===== src/rtl/frame_port_arbiter.sv =====
// Round-robin owner of the trace packet buffer read port for two frame uploaders,
// with an idle gap between owners. Define FRAME_ARB_STATS_EN to build the refusal counters.
module frame_port_arbiter #(
  parameter int BUFFLENLOG2 = 9,
  parameter int HOLDOFF     = 4
) (
  input  logic                   clk,
  input  logic                   rst,
  output logic                   FrameNext,
  input  logic                   FrameReady,
  input  logic [BUFFLENLOG2-1:0] FramesCnt,
  input  logic                   ReqActive0,
  input  logic                   FrameNext0,
  output logic                   FrameReady0,
  output logic                   Grant0,
  input  logic                   ReqActive1,
  input  logic                   FrameNext1,
  output logic                   FrameReady1,
  output logic                   Grant1,
  output logic [1:0]             Owner,
  output logic [7:0]             Denied0,
  output logic [7:0]             Denied1,
  output logic [7:0]             Underrun
);

  typedef enum logic [1:0] {IDLE, GRANT0, GRANT1, HOLD} state_t;

  localparam logic [3:0] HOLD_LOAD = 4'(HOLDOFF - 1);

  state_t     state_q, state_d;
  logic       last_owner_q, last_owner_d;
  logic [3:0] hold_cnt_q, hold_cnt_d;
  logic       grant0_q, grant0_d;
  logic       grant1_q, grant1_d;
  logic       buf_nonempty;

  always_ff @(posedge clk or posedge rst) begin
    if (rst) begin
      state_q      <= IDLE;
      last_owner_q <= 1'b1;
      hold_cnt_q   <= 4'd0;
      grant0_q     <= 1'b0;
      grant1_q     <= 1'b0;
    end else begin
      state_q      <= state_d;
      last_owner_q <= last_owner_d;
      hold_cnt_q   <= hold_cnt_d;
      grant0_q     <= grant0_d;
      grant1_q     <= grant1_d;
    end
  end

  always_comb begin
    state_d      = state_q;
    last_owner_d = last_owner_q;
    hold_cnt_d   = hold_cnt_q;
    unique case (state_q)
      IDLE: begin
        // On a tie the requester that did not own the buffer last time wins.
        if (ReqActive0 && ReqActive1) state_d = last_owner_q ? GRANT0 : GRANT1;
        else if (ReqActive0)          state_d = GRANT0;
        else if (ReqActive1)          state_d = GRANT1;
      end
      GRANT0: begin
        if (!ReqActive0) begin
          state_d      = HOLD;
          last_owner_d = 1'b0;
          hold_cnt_d   = HOLD_LOAD;
        end
      end
      GRANT1: begin
        if (!ReqActive1) begin
          state_d      = HOLD;
          last_owner_d = 1'b1;
          hold_cnt_d   = HOLD_LOAD;
        end
      end
      HOLD: begin
        if (hold_cnt_q == 4'd0) state_d = IDLE;
        else                    hold_cnt_d = hold_cnt_q - 4'd1;
      end
      default: state_d = IDLE;
    endcase
  end

  // Grant flops are loaded from the next state so they track state_q exactly.
  always_comb begin
    grant0_d = (state_d == GRANT0);
    grant1_d = (state_d == GRANT1);
  end

  assign buf_nonempty = (FramesCnt != '0);
  assign Grant0       = grant0_q;
  assign Grant1       = grant1_q;
  assign Owner        = {grant1_q, grant0_q};
  assign FrameReady0  = FrameReady & grant0_q;
  assign FrameReady1  = FrameReady & grant1_q;
  assign FrameNext    = ((FrameNext0 & grant0_q) | (FrameNext1 & grant1_q)) & buf_nonempty;

`ifdef FRAME_ARB_STATS_EN
  logic [7:0] denied0_q, denied0_d;
  logic [7:0] denied1_q, denied1_d;
  logic [7:0] underrun_q, underrun_d;

  function automatic logic [7:0] sat_inc(input logic [7:0] v, input logic en);
    return (en && v != 8'hFF) ? v + 8'd1 : v;
  endfunction

  always_comb begin
    denied0_d  = sat_inc(denied0_q, FrameNext0 & ~grant0_q);
    denied1_d  = sat_inc(denied1_q, FrameNext1 & ~grant1_q);
    underrun_d = sat_inc(underrun_q,
                         ((FrameNext0 & grant0_q) | (FrameNext1 & grant1_q)) & ~buf_nonempty);
  end

  always_ff @(posedge clk or posedge rst) begin
    if (rst) begin
      denied0_q  <= 8'd0;
      denied1_q  <= 8'd0;
      underrun_q <= 8'd0;
    end else begin
      denied0_q  <= denied0_d;
      denied1_q  <= denied1_d;
      underrun_q <= underrun_d;
    end
  end

  assign Denied0  = denied0_q;
  assign Denied1  = denied1_q;
  assign Underrun = underrun_q;
`else
  assign Denied0  = 8'd0;
  assign Denied1  = 8'd0;
  assign Underrun = 8'd0;
`endif

endmodule

===== config.mk =====
export PLATFORM = sky130hd
export DESIGN_NAME = frame_port_arbiter
export DESIGN_NICKNAME = d
export VERILOG_FILES = /design/src/rtl/frame_port_arbiter.sv
export SDC_FILE = /design/constraint.sdc
export NUM_CORES = 1
export LEC_CHECK = 0
export CAP_MARGIN = 10
export CORE_MARGIN = 4
export CORE_UTILIZATION = 30
export DETAILED_ROUTE_END_ITERATION = 8
export PLACE_DENSITY = 0.72
export SYNTH_ARGS = -nofsm -noshare
export SYNTH_HDL_FRONTEND = slang
export SYNTH_SLANG_ARGS = --single-unit

===== constraint.sdc =====
create_clock -name clk -period 1.99 [get_ports clk]
set_clock_uncertainty 0.15 [all_clocks]
set_input_delay 0.4975 -clock clk [delete_from_list [all_inputs] [get_ports clk]]
set_output_delay 0.4975 -clock clk [all_outputs]
set_load 0.02 [all_outputs]

Word level (Yosys, flattened, before mapping)
Index checks and enable logic that the tools add are counted.
{ "totals": {"ff_bits": 9, "latch_bits": 0, "ramBits": 0, "mem_bits_ro": 0, "inputBits": 16, "out_inout_bits": 31, "elab_cells": 43, "memories": 0} }
{ "op_classes": {"n_addsub": 1, "multipliers": 0, "n_div": 0, "order_cmp": 0, "n_eq_ne": 8, "n_shift": 0, "muxes": 15, "n_bitwise": 6, "reduce_logical": 8} }
{ "op_table": {"columns": ["op", "n"], "rows": [
  ["$mux W2", 7],
  ["$mux W4", 3],
  ["$pmux W4 S3", 1],
  ["$reduce_bool A9 Y1", 1],
  ["$pmux W2 S4", 1],
  ["$eq A2 B2 Y1 const B", 3],
  ["$ne A2 B2 Y1 const B", 3],
  ["$and A1 B1 Y1", 5],
  ["$eq A2 B1 Y1 const B", 2],
  ["$logic_not A4 Y1", 1],
  ["$reduce_and A4 Y1", 1],
  ["$sub A4 B1 Y4 const B", 1],
  ["$reduce_and A3 Y1", 1],
  ["$reduce_bool A3 Y1", 1],
  ["$logic_not A2 Y1", 1],
  ["$mux W1", 2],
  ["$pmux W1 S2", 1],
  ["$reduce_bool A2 Y1", 1],
  ["$logic_and A1 B1 Y1", 1],
  ["$or A1 B1 Y1", 1]
]} }

Logic depth before layout (Yosys ltp)
{ "logic_depth": {"word_depth": 5, "depth_mapped": 5, "ltp_nobuf": 5} }

Worst setup path after synthesis
Ideal clock, no wire load.
{ "synth_path": {"path_type": "in2out", "from": "in FramesCnt[4]", "to": "out FrameNext", "t_arrival_ns": 0.975, "required_ns": 1.342, "setup_slack_ns": 0.367, "cell_stages": 2, "path_buffers": 0, "path_cell_list": "nor4_1 a31oi_1"} }
{ "synth_between": {"elab_chain_len": 2} }
{ "synth_lines": {"columns": ["item", "line_no", "rtl"], "rows": [
  ["start: declaration", "11", "input logic [BUFFLENLOG2-1:0] FramesCnt,"],
  ["$reduce_bool A9 Y1", "92", "assign buf_nonempty = (FramesCnt != '0);"],
  ["$and A1 B1 Y1", "98", "assign FrameNext = ((FrameNext0 & grant0_q) | (FrameNext1 & grant1_q)) & buf_nonempty;"],
  ["end: declaration", "9", "output logic FrameNext,"]
]} }
No other way between the ends.

Worst setup path after layout
{ "layout_path": {"from": "in FrameReady", "to": "out FrameReady1"} }
{ "layout_between": {"elab_chain_len": 1} }
{ "layout_lines": {"columns": ["item", "line_no", "rtl"], "rows": [
  ["start: declaration", "10", "input logic FrameReady,"],
  ["$and A1 B1 Y1", "97", "assign FrameReady1 = FrameReady & grant1_q;"],
  ["end: declaration", "18", "output logic FrameReady1,"]
]} }
No other way between the ends.

==> impl_metrics.yaml <==
outcome:
  status: "complete, no violations"
hold_path:
  hold_path_class: "in -> async"
detailed_routing:
  drc: 0
  dr.pass1.iters: 4
  wl_per_cell_um: 11.3
  routed_wl_um: 1520
  ant_nets: 0
  drtIter0Drc: 7
  routed_via_density: 4.48
  vias: 600
yosys:
  yosys-top-cells-area: "dfrtp_1, buf_4, inv_1"
  synth_area_sq_um: 729
  synth_edf_count: 0
  synth_ff_type: "dfrtp_1"
  synth_seq_cells: 9
  syn-mean-instance-area_sq_um: 8.68
  synth_top_area_share_pct: 27.4
  synth_warnings: 0
  synth_seq_area_share_pct: 31.0
  synthArstFlopShare_pct: 100
  syn_inst: 84
  synth.distinct_cells: 31
  yosys.area.top_type: "dfrtp_1"
placement:
  placedCellCount: 130
  io_buffers: 22
  finalWeightedCongestion: 0.735
  post-dp-hpwl_um: 1250
  pre_cts_ws_ns: -0.556
finish:
  final-instance-count-excl-fill: 134
  drive_above_1_share_pct: 13.2
  final_common_cell: "conb_1"
  final_cell_mix: "conb_1, dfrtp_1, inv_1, clkdlybuf4s50_1, dlymetal6s2s_1"
  antenna_cells: 0
  nNetsFinal: 124
  utilization_pct: 40.9
  syn2layout_area_growth_pct: 26.4
floorplanning:
  fp.coreArea_sq_mm: 0.00225
  die_area_sq_mm: 0.00328
  initial_core_util_pct: 32.4
  die_w_um: 57.3
  rows: 17
  num_io_pins: 47
  die_h_um: 57.3
flow_run:
  maxCapViolations: 0
critical_path:
  start_kind: "input port"
  crit_fanout: 2
  regToRegSetupSlack_ns: 0.36
  critPathRequiredTime_ns: 1.34
  r2r_cells: 5
  end_kind: "primary output"
  reg2reg_from: "hold_cnt_q[0]$_DFFE_PP0P_"
  critPathKind: "in -> out"
  arrival_ns: 1.33
  crit_start: "FrameReady"
  cp-endpoint: "FrameReady1"
  r2r-end: "hold_cnt_q[0]$_DFFE_PP0P_"
global_route:
  first_global_vias: 538
  antenna_found_initial: 0
  grt_pass1_wl_um: 2360
  grt_use_total_pct: 9.26
  grt_overflow: 0
  grt_start_max_net_pins: 13
timing:
  setup_viol: 0
  post-route-period-util_pct: 99.3
  final-hold-violation-count: 0
  holdWs_ns: 0.345
  rsz0062_at_grt: "false"
  slew_violations: 0
  layout_setup_ws_ns: 0.0136
  max_freq_mhz: 506
  min_period_ns: 1.98
clocking:
  clock_path_buffers: 2
  clock_latency_ns: 0.26
  cts_buffers: 3
  clock_sinks: 9
  clkTransAtPathRegs_ns: 0.06
  htreeDepth: 1
  ctsHoldBuffers: 0
  cts_root_buf: "clkbuf_4"
  cts_tree: "done"
power:
  pwr_density_cell_mw_per_mm2: 1020
  power.leakage_nw: 0.497
  ir_worst_vdd_v: 0.000347
## cell families after synthesis
logic type               share of synthesized area (%)
other                                            0.514
adder cells (fa/ha/maj)                           1.71
multiplexers                                      2.06
buffers and inverters                             32.2
flip-flops                                        31.0
AND/OR/NAND/NOR                                   16.5
AO/OA/AOI/OAI                                     16.0
## worst min path at each step
stage,to,cells after the start,from
after detailed placement,last_owner_q$_DFFE_PP1P_,2,last_owner_q$_DFFE_PP1P_
after CTS,hold_cnt_q[3]$_DFFE_PP0P_,2,rst
final,hold_cnt_q[3]$_DFFE_PP0P_,2,rst
after global routing,last_owner_q$_DFFE_PP1P_,2,last_owner_q$_DFFE_PP1P_
after global placement,last_owner_q$_DFFE_PP1P_,2,last_owner_q$_DFFE_PP1P_
after floorplan,Grant0$_DFF_PP0_,1,rst
## through the flow
stage	power [mW]	cell area [sq um]	TNS, ns
after CTS	0.951	903	-0.0195
after floorplan	0.719	816	0
after global placement	0.789	873	-1.15
after detailed placement	0.812	873	-1.22
after global routing	1.03	922	0
final	0.945	922	0
## sequential cells by signal (all words and copies together) (netlist names)
signal,cells
state_q,2
last_owner_q,1
hold_cnt_q,4
Grant1,1
Grant0,1
## report_power, final
group | switching, mW | total (mW) | leakage (nW) | internal, mW
combinational | 0.232 | 0.444 | 0.376 | 0.213
clock | 0.0631 | 0.140 | 0.0150 | 0.0772
sequential | 0.0995 | 0.360 | 0.106 | 0.261
## cell type report
type                            count  area [sq um]
Multi-Input combinational cell     62           370
Sequential cell                     9           226
Tap cell                           28          35.0
Fill cell                         228          1330
Timing Repair Buffer               23           234
Clock buffer                        4          26.3
Inverter                            8          30.0
## layer usage
layer	share of wire [%]	track usage, %	wire [um]	vias up
li1	-	-	-	285
met1	38	10.2	584	269
met2	45	15.2	684	43
met3	15	3.85	221	3
met4	1.9	4.97	29	0
met5	0	0	0	-
## what timing repair did
action	in CTS	in global routing
setup endpoints to repair	3	2
setup buffers	0	0
pin swaps	2	3
gates resized for setup	17	10
gates cloned	0	0
## worst max-delay path: stages
cell and delay (ns):
clkdlybuf4s50_1 0.46, and2_1 0.12, clkdlybuf4s15_2 0.25
## cells in the mapped netlist, types with 2 or more instances
library cell and instances:
a221oi_1 2, buf_2 2, a311oi_1 2, inv_1 8
buf_4 26, dfrtp_1 8, a21oi_1 2, nor3_1 2
nor4_1 2, o21ai_0 3, and2_1 2, nor2_1 5
a32o_1 2
Power figures use the tool's default switching activity.
